**src/rtl/bias_dac_loader.sv**
```systemverilog
// Purpose : serial loader for the on-chip bias DACs; frames {addr, code} words MSB first under cs_n.
// Latency : start edge at k -> frame c on cs_n from k+1+c*(ADDR_W+DATA_W+GAP_CYCLES); done pulse follows the last frame.
// Backpr. : none; a start edge while a load is in progress is dropped (no queueing).
//
// Ports   : input_shiftclk/reset (sync, active-high); start level from host (rising edge triggers);
//           bias_in packed codes (channel c at [c*DATA_W +: DATA_W]); sdo DAC readback;
//           cs_n/sclk/sdata DAC programming pins; busy/done status; readback/mismatch status.
// Option  : define BIAS_READBACK_EN to capture sdo into readback and flag mismatch;
//           otherwise sdo is ignored and readback/mismatch are tied to zero.
module bias_dac_loader #(
    parameter int NUM_CH     = 4,
    parameter int ADDR_W     = 2,
    parameter int DATA_W     = 8,
    parameter int GAP_CYCLES = 10
) (
    input  logic                     input_shiftclk,
    input  logic                     reset,
    input  logic                     start,
    input  logic [NUM_CH*DATA_W-1:0] bias_in,
    input  logic                     sdo,
    output logic                     cs_n,
    output logic                     sclk,
    output logic                     sdata,
    output logic                     busy,
    output logic                     done,
    output logic [NUM_CH*DATA_W-1:0] readback,
    output logic                     mismatch
);

    localparam int WORD_W = ADDR_W + DATA_W;
    localparam int BIT_W  = $clog2(WORD_W);
    localparam int CH_W   = (NUM_CH > 1) ? $clog2(NUM_CH) : 1;
    localparam int GAP_W  = $clog2(GAP_CYCLES + 1);

    localparam logic [BIT_W-1:0] BIT_LAST = BIT_W'(WORD_W - 1);
    localparam logic [CH_W-1:0]  CH_LAST  = CH_W'(NUM_CH - 1);
    localparam logic [GAP_W-1:0] GAP_LAST = GAP_W'(GAP_CYCLES - 1);

    typedef enum logic [2:0] {
        S_IDLE,
        S_LOAD,
        S_FRAME,
        S_GAP,
        S_DONE
    } state_t;

    state_t                    state, state_nx;
    logic [BIT_W-1:0]          bit_cnt, bit_nx;
    logic [CH_W-1:0]           ch, ch_nx;
    logic [GAP_W-1:0]          gap_cnt, gap_nx;
    logic [NUM_CH*DATA_W-1:0]  shadow, shadow_nx;
    logic [WORD_W-1:0]         word_nx;
    logic [BIT_W-1:0]          sel_nx;
    logic                      sdata_nx;
    logic                      start_d;
    logic                      trig;

    assign trig = start & ~start_d;

    // Only pulses inside a frame; cs_n and input_shiftclk both change on the
    // rising edge, when ~input_shiftclk is already low, so no runt pulse.
    assign sclk = ~cs_n & ~input_shiftclk;

    always_comb begin
        state_nx  = state;
        bit_nx    = bit_cnt;
        ch_nx     = ch;
        gap_nx    = gap_cnt;
        shadow_nx = shadow;
        case (state)
            S_IDLE: begin
                if (trig) state_nx = S_LOAD;
            end
            S_LOAD: begin
                shadow_nx = bias_in;
                ch_nx     = '0;
                bit_nx    = '0;
                gap_nx    = '0;
                state_nx  = S_FRAME;
            end
            S_FRAME: begin
                if (bit_cnt == BIT_LAST) begin
                    gap_nx   = '0;
                    state_nx = (ch == CH_LAST) ? S_DONE : S_GAP;
                end else begin
                    bit_nx = bit_cnt + 1'b1;
                end
            end
            S_GAP: begin
                if (gap_cnt == GAP_LAST) begin
                    gap_nx   = '0;
                    ch_nx    = ch + 1'b1;
                    bit_nx   = '0;
                    state_nx = S_FRAME;
                end else begin
                    gap_nx = gap_cnt + 1'b1;
                end
            end
            S_DONE: begin
                state_nx = S_IDLE;
            end
            default: begin
                state_nx = S_IDLE;
            end
        endcase
    end

    // Pin outputs are registered from the next-state view so each pin
    // changes exactly on the edge the state does.
    always_comb begin
        word_nx  = {ADDR_W'(ch_nx), shadow_nx[int'(ch_nx)*DATA_W +: DATA_W]};
        sel_nx   = BIT_LAST - bit_nx;
        sdata_nx = (state_nx == S_FRAME) ? word_nx[sel_nx] : 1'b0;
    end

    always_ff @(posedge input_shiftclk) begin
        // start_d follows start even in reset, so a level already high at
        // reset release is not mistaken for a fresh request.
        start_d <= start;
        if (reset) begin
            state   <= S_IDLE;
            bit_cnt <= '0;
            ch      <= '0;
            gap_cnt <= '0;
            shadow  <= '0;
            cs_n    <= 1'b1;
            sdata   <= 1'b0;
            busy    <= 1'b0;
            done    <= 1'b0;
        end else begin
            state   <= state_nx;
            bit_cnt <= bit_nx;
            ch      <= ch_nx;
            gap_cnt <= gap_nx;
            shadow  <= shadow_nx;
            cs_n    <= (state_nx != S_FRAME);
            sdata   <= sdata_nx;
            busy    <= (state_nx == S_LOAD) || (state_nx == S_FRAME) || (state_nx == S_GAP);
            done    <= (state_nx == S_DONE);
        end
    end

`ifdef BIAS_READBACK_EN
    logic [NUM_CH*DATA_W-1:0] rb_q;
    logic                     mm_q;

    // The DAC drives sdo on sclk rising (mid-bit); it is taken on the rising
    // edge that ends each data bit, so the last one lands on the edge into DONE.
    always_ff @(posedge input_shiftclk) begin
        if (reset) begin
            rb_q <= '0;
            mm_q <= 1'b0;
        end else begin
            if (state == S_FRAME && bit_cnt >= BIT_W'(ADDR_W)) begin
                rb_q[int'(ch)*DATA_W +: DATA_W] <= {rb_q[int'(ch)*DATA_W +: (DATA_W-1)], sdo};
            end
            if (state == S_IDLE && trig) begin
                mm_q <= 1'b0;
            end else if (state == S_DONE) begin
                mm_q <= (rb_q != shadow);
            end
        end
    end

    assign readback = rb_q;
    assign mismatch = mm_q;
`else
    logic unused_sdo;
    assign unused_sdo = sdo;
    assign readback   = '0;
    assign mismatch   = 1'b0;
`endif

endmodule

```
**config.mk**
```make
export PLATFORM = sky130hd
export DESIGN_NAME = bias_dac_loader
export DESIGN_NICKNAME = d
export VERILOG_FILES = /design/src/rtl/bias_dac_loader.sv
export SDC_FILE = /design/constraint.sdc
export NUM_CORES = 1
export LEC_CHECK = 0
export ABC_AREA = 0
export BUFFER_PORTS_ARGS = -buffer_cell sky130_fd_sc_hd__buf_2
export CAP_MARGIN = 10
export CORE_AREA = 5 5 87 81
export CTS_BUF_LIST = sky130_fd_sc_hd__clkbuf_16
export CTS_CLUSTER_DIAMETER = 30
export DETAILED_ROUTE_END_ITERATION = 12
export DIE_AREA = 0 0 92 86
export PLACE_DENSITY = 0.86
export SETUP_SLACK_MARGIN = 0.05
export SLEW_MARGIN = 0
export SYNTH_ARGS = -nofsm -noshare
export SYNTH_HDL_FRONTEND = slang
export SYNTH_SLANG_ARGS = --single-unit
```
**constraint.sdc**
```tcl
create_clock -name input_shiftclk -period 7.8 [get_ports input_shiftclk]
set_input_delay 1.56 -clock input_shiftclk [delete_from_list [all_inputs] [get_ports input_shiftclk]]
set_output_delay 1.56 -clock input_shiftclk [all_outputs]
set_load 0.05 [all_outputs]
```
==> run_results.csv, run 1 <==
group,metric,value,unit
status,outcome,"finished clean",
timing,setup_viol,0,
timing,final.setup_skew,0.007813,ns
synth,synth_area_leaders,"dfxtp_1, nand2_1, buf_4",
timing,slew-limit-headroom,0.3645,
synth,synthCells,380,
power,power.density,202.5,mW/mm^2
power,cellLeakagePower,1.249,nW
synth,synth-seq-area-share,0.3393,
global_routing,grt-ovfl-total,0,
worst_setup_path,critical_path.slowest_cell,"buf_2",
timing,finalHoldViolCount,0,
routing,drt_pre_antenna_iters,5,
synth,synth_async_sr_flop_share,0,
synth,syn_area,0.002950,sq mm
clocking,cts_resized,0,
global_routing,antenna_found_initial,0,
timing,worst_slack,1.755,ns
worst_setup_path,cp-end-kind,"output pin",
clocking,clkSlewWorstSetupHoldPaths,0.07,ns
finish,fillers,537,
worst_setup_path,critPathTopFamily,"buffers and inverters",
power,ir_worst_vdd,0.1212,mV
worst_setup_path,required,6.24,ns
finish,regArea,0.001001,sq mm
routing,drc_errors,0,
floorplan,initial_utilization,0.4906,
finish,finalNonFillerCells,482,
timing,rsz0062_at_grt,"false",
placed_design,dpl.hpwl,4957,microns
global_routing,use_met2,0.2798,
floorplan,placementRows,27,
floorplan,fp.dieArea,0.007912,sq mm
worst_setup_path,path_max_fanout,2,
power,p_total,659.3,uW
worst_setup_path,cpMostUsedCell,"clkbuf_16",
clocking,cts_setup_buffers,0,
global_routing,grt_max_degree,49,
synth,synth_edf_count,0,
placed_design,portBuffers,39,
floorplan,ios,74,
routing,vias,2740,
finish,multi_input_area,0.001714,sq mm
clocking,cts_tree,"yes",
synth,synth_top_flop_cell,"dfxtp_1",
routing,wl_per_cell,14.31,microns
synth,syn_area_per_cell,7.764,sq um
floorplan,die_h,86,microns
timing,worstMarginPinSlew,0.9509,ns
routing,antenna_left,0,
routing,wirelength,6897,microns
global_routing,busiest_layer,"met2",
timing,setup_total_negative_slack,0,ns
global_routing,grtUsageMet3,0.05965,
timing,whs,0.4580,ns
routing,viasPerCell,5.685,
synth,ys_types,52,
synth,synth.top_cell.area_share,0.3393,
clocking,ctsHoldBuffers,0,
clocking,insertion_delay,0.40,ns
placed_design,place_ws,2.017,ns
global_routing,grt_pass1_vias,2469,
worst_setup_path,path_buf_inv,3,
placed_design,dpl.cell_count,471,
finish,post-route-util,0.5414,
finish,nets,451,
finish,insertedDiodeCount,0,
global_routing,grt_usage,0.1793,
flow_run,drv_cap,0,
worst_setup_path,critPathLaunchType,"clock port",
worst_setup_path,path_cells,"clkbuf_16 > clkbuf_16 > nor2_1 > buf_2",
timing,finalMaxSlewViolations,0,
worst_setup_path,slowest_delay,0.26,ns
synth,synth_warnings,0,
finish,drive_gt1_frac,0.1439,
floorplan,core,0.006013,sq mm
global_routing,grt_pass1_wl,11410,microns
worst_setup_path,critPathKind,"clock port to output pin",
routing,drt_iter0_markers,306,
placed_design,place_congestion,0.9707,
synth,synth_top_area_cell,"dfxtp_1",
hold_path,hold_class,"flop to flop",
finish,syn_to_final_growth,10.35,%
worst_setup_path,worstPathArrival,4.48,ns
finish,finalInstanceArea,0.003256,sq mm
global_routing,met1_usage,0.2294,
placed_design,placed_area,0.003027,sq mm
floorplan,fp.dieW,92,microns
synth,synth-seq-cells,50,
[report_power, final]
part,total [mW],internal (mW),switching [mW]
logic,0.0876,0.0209,0.0667
registers,0.271,0.263,0.00766
clock network,0.301,0.188,0.113
[cell type report]
class / instances / area share
Clock buffer: 9 / 0.06303
Clock inverter: 3 / 0.008839
Inverter: 5 / 0.005765
Multi-Input combinational cell: 304 / 0.5265
Sequential cell: 50 / 0.3075
Tap cell: 72 / 0.02767
Timing Repair Buffer: 39 / 0.06072
[worst reg2reg max path, delay by kind of cell (launching register included)]
kind / cells / cell delay (ns)
compound gates: 5 / 1.51
simple gates: 4 / 0.66
flops: 1 / 0.86
fa+ha+maj: 1 / 0.29
[registers in the layout, summed over array words and instances (netlist names)]
name,flops
shadow,32
bit_cnt,4
gap_cnt,4
state,3
ch,2
busy,1
cs_n,1
done,1
sdata,1
start_d,1
[layout by cell type (no fill, tap or decap), types with 3 or more instances in the layout]
master	n
nand2_1	73
dfxtp_1	50
a21oi_1	44
buf_2	39
conb_1	33
nor2_1	29
o21ai_0	12
nor3_1	12
mux2i_1	12
nand3_1	8
clkbuf_16	8
ha_1	6
inv_1	5
nand3b_1	5
nor2b_1	5
o211ai_1	5
and2_1	4
a211o_1	4
a211oi_1	4
o211a_1	4
o221ai_1	4
nand2b_1	3
mux2_2	3
[path summary, 6_finish.rpt]
check | slack, ns | startpoint | cells after the start | end
max | 1.76 | input_shiftclk | 4 | sclk
min | 0.46 | shadow[1] | 2 | shadow[1]
max reg2reg | 4.42 | state[1] | 10 | sdata
min reg2reg | 0.46 | shadow[1] | 2 | shadow[1]
[synth_stat cells (2+ instances only)]
| master | count |
|---|---|
| nand2_1 | 73 |
| dfxtp_1 | 50 |
| a21oi_1 | 44 |
| buf_4 | 33 |
| nor2_1 | 29 |
| mux2i_1 | 12 |
| nor3_1 | 12 |
| o21ai_0 | 12 |
| clkbuf_1 | 10 |
| nand3_1 | 8 |
| ha_1 | 6 |
| buf_2 | 5 |
| inv_1 | 5 |
| nand3b_1 | 5 |
| nor2b_1 | 5 |
| o211ai_1 | 5 |
| a211o_1 | 4 |
| a211oi_1 | 4 |
| and2_1 | 4 |
| buf_1 | 4 |
| o211a_1 | 4 |
| o221ai_1 | 4 |
| mux2_2 | 3 |
| nand2b_1 | 3 |
| a2111oi_0 | 2 |
| and3b_1 | 2 |
| nand4_1 | 2 |
| nor3_2 | 2 |
| o2111a_1 | 2 |
| o21a_1 | 2 |
| o311ai_1 | 2 |
| or3_1 | 2 |
[per-layer routing]
layer	vias up	wire, microns
li1	1337	-
met1	1266	2989
met2	121	3184
met3	16	589
met4	0	134
met5	-	0
[kinds of logic (layout without fill, tap and decap cells)]
group,after synthesis,in the layout,share of synthesized area
AOI/OAI and AO/OA,94,94,0.2053
adders and majority gates,6,6,0.02544
buffers and inverters,58,56,0.1204
DFF,50,50,0.3393
muxes,15,15,0.05216
other,1,33,0.001271
and+or+nand+nor,156,156,0.2562
Power figures use the tool's default switching activity.
==> run 2: changes to the inputs <==
--- a/config.mk
+++ b/config.mk
@@ -8,12 +8,12 @@
 export ABC_AREA = 0
 export BUFFER_PORTS_ARGS = -buffer_cell sky130_fd_sc_hd__buf_2
 export CAP_MARGIN = 10
-export CORE_AREA = 5 5 87 81
+export CORE_AREA = 5 5 89 83
 export CTS_BUF_LIST = sky130_fd_sc_hd__clkbuf_16
 export CTS_CLUSTER_DIAMETER = 30
 export DETAILED_ROUTE_END_ITERATION = 12
-export DIE_AREA = 0 0 92 86
-export PLACE_DENSITY = 0.86
+export DIE_AREA = 0 0 94 88
+export PLACE_DENSITY = 0.85
 export SETUP_SLACK_MARGIN = 0.05
 export SLEW_MARGIN = 0
 export SYNTH_ARGS = -nofsm -noshare
==> constraint.sdc (replaced) <==
create_clock -name input_shiftclk -period 5.05 [get_ports input_shiftclk]
set_input_delay 1.01 -clock input_shiftclk [delete_from_list [all_inputs] [get_ports input_shiftclk]]
set_output_delay 1.01 -clock input_shiftclk [all_outputs]
set_load 0.05 [all_outputs]
==> run_results.csv, run 2 (same netlist as run 1, synthesis figures left out) <==
group,metric,value,unit
floorplan,core,0.006376,sq mm
worst_setup_path,critical_path.slowest_cell,"buf_2",
power,comb_power_share,0.134,
status,outcome,"finished clean",
floorplan,initial_utilization,0.4627,
clocking,clkSlewWorstSetupHoldPaths,0.07,ns
worst_setup_path,worstPathArrival,3.12,ns
timing,finalMaxSlewViolations,0,
global_routing,grt_max_degree,49,
timing,slew-limit-headroom,0.4051,
finish,top_register,"shadow",
routing,wirelength,6989,microns
placed_design,portBuffers,39,
clocking,cts_resized,0,
finish,syn_to_final_growth,11.37,%
timing,rsz0062_at_grt,"false",
worst_setup_path,path_max_fanout,2,
finish,insertedDiodeCount,0,
finish,post-route-util,0.5153,
worst_setup_path,critPathKind,"clock port to output pin",
routing,wl_per_cell,13.95,microns
clocking,ctsHoldBuffers,0,
routing,drc_errors,0,
power,power.density,311.1,mW/mm^2
clocking,cts_tree,"yes",
routing,drt_pre_antenna_iters,4,
power,seq_power_share,0.409,
routing,drt_iter0_markers,207,
finish,nets,452,
placed_design,dpl.hpwl,5125,microns
placed_design,placed_area,0.003057,sq mm
hold_path,hold_class,"flop to flop",
floorplan,fp.dieW,94,microns
power,ir_worst_vdd,0.1791,mV
finish,finalNonFillerCells,501,
power,cellLeakagePower,1.253,nW
global_routing,grt_pass1_wl,11490,microns
worst_setup_path,critPathLaunchType,"clock port",
routing,antenna_left,0,
finish,top_regs,"shadow (32), bit_cnt (4), gap_cnt (4)",
worst_setup_path,cpMostUsedCell,"clkbuf_16",
worst_setup_path,required,4.04,ns
power,power_switching_share,0.2853,
finish,finalInstanceArea,0.003286,sq mm
power,netSwitchingPower,291.7,uW
power,clockPowerShare,0.457,
clocking,insertion_delay,0.41,ns
floorplan,die_h,88,microns
timing,worstMarginPinSlew,0.8923,ns
finish,largest_reg_flops,32,
finish,final_common_cell,"nand2_1",
routing,vias,2719,
timing,finalHoldViolCount,0,
timing,setup_viol,0,
timing,final.setup_skew,0.007807,ns
routing,viasPerCell,5.427,
finish,layout_common_cells,"nand2_1, dfxtp_1, a21oi_1",
floorplan,placementRows,28,
finish,drive_gt1_frac,0.1460,
worst_setup_path,slowest_delay,0.26,ns
worst_setup_path,cp-end-kind,"output pin",
placed_design,place_congestion,0.8847,
placed_design,dpl.cell_count,490,
global_routing,grt_usage,0.1758,
global_routing,grt_pass1_vias,2517,
global_routing,grt-ovfl-total,0,
flow_run,drv_cap,0,
power,p_int,730.6,uW
floorplan,fp.dieArea,0.008272,sq mm
timing,setup_total_negative_slack,0,ns
floorplan,ios,74,
clocking,cts_setup_buffers,0,
worst_setup_path,path_cells,"clkbuf_16 > clkbuf_16 > nor2_1 > buf_2",
global_routing,antenna_found_initial,0,
## run 2: cell type report
class                   instances  area, sq um
clock buffers                   9        205.2
clock inverters                 3        28.78
multi-input cells             304         1714
repair buffers                 40        205.2
inverters                       5        18.77
flip-flops and latches         50         1001
well taps                      90        112.6
fillers                       618         3090
## run 2: path summary, 6_finish.rpt
check | start | endpoint | slack, ns | cells past startpoint
max | input_shiftclk | sclk | 0.92 | 4
min | shadow[12] | shadow[12] | 0.45 | 2
max reg2reg | state[1] | sdata | 1.62 | 10
min reg2reg | shadow[12] | shadow[12] | 0.45 | 2
## run 2: through the flow
step                power (mW)  hold slack (ns)  setup slack (ns)
CTS                      1.029           0.4592            0.9136
global route             1.061           0.4866            0.9023
floorplan               0.5568           0.4329            0.8615
global placement        0.5637           0.4432             1.192
detailed placement      0.5668           0.4498             1.192
finish                   1.022           0.4547            0.9248
## run 2: power groups by stage
stage / clock, mW / combinational [mW] / sequential [mW]
after detailed placement: 0.00498 / 0.135 / 0.427
after CTS: 0.476 / 0.135 / 0.418
after global routing: 0.494 / 0.148 / 0.420
after global placement: 0.00498 / 0.133 / 0.426
after floorplan: 0.00421 / 0.128 / 0.425
final: 0.468 / 0.137 / 0.418
## run 2: metal layers
metal	vias to the layer above	global-route usage	wire length (microns)
met2	120	0.2818	3233
met4	0	0.07218	120
met3	15	0.05498	677
met1	1248	0.2202	2958
met5	-	0	0
li1	1336	-	-
## run 2: critical path: cells and delay by family
| kind | cells | cell delay, ns |
|---|---|---|
| buf+inv | 3 | 0.50 |
| simple gates | 1 | 0.08 |
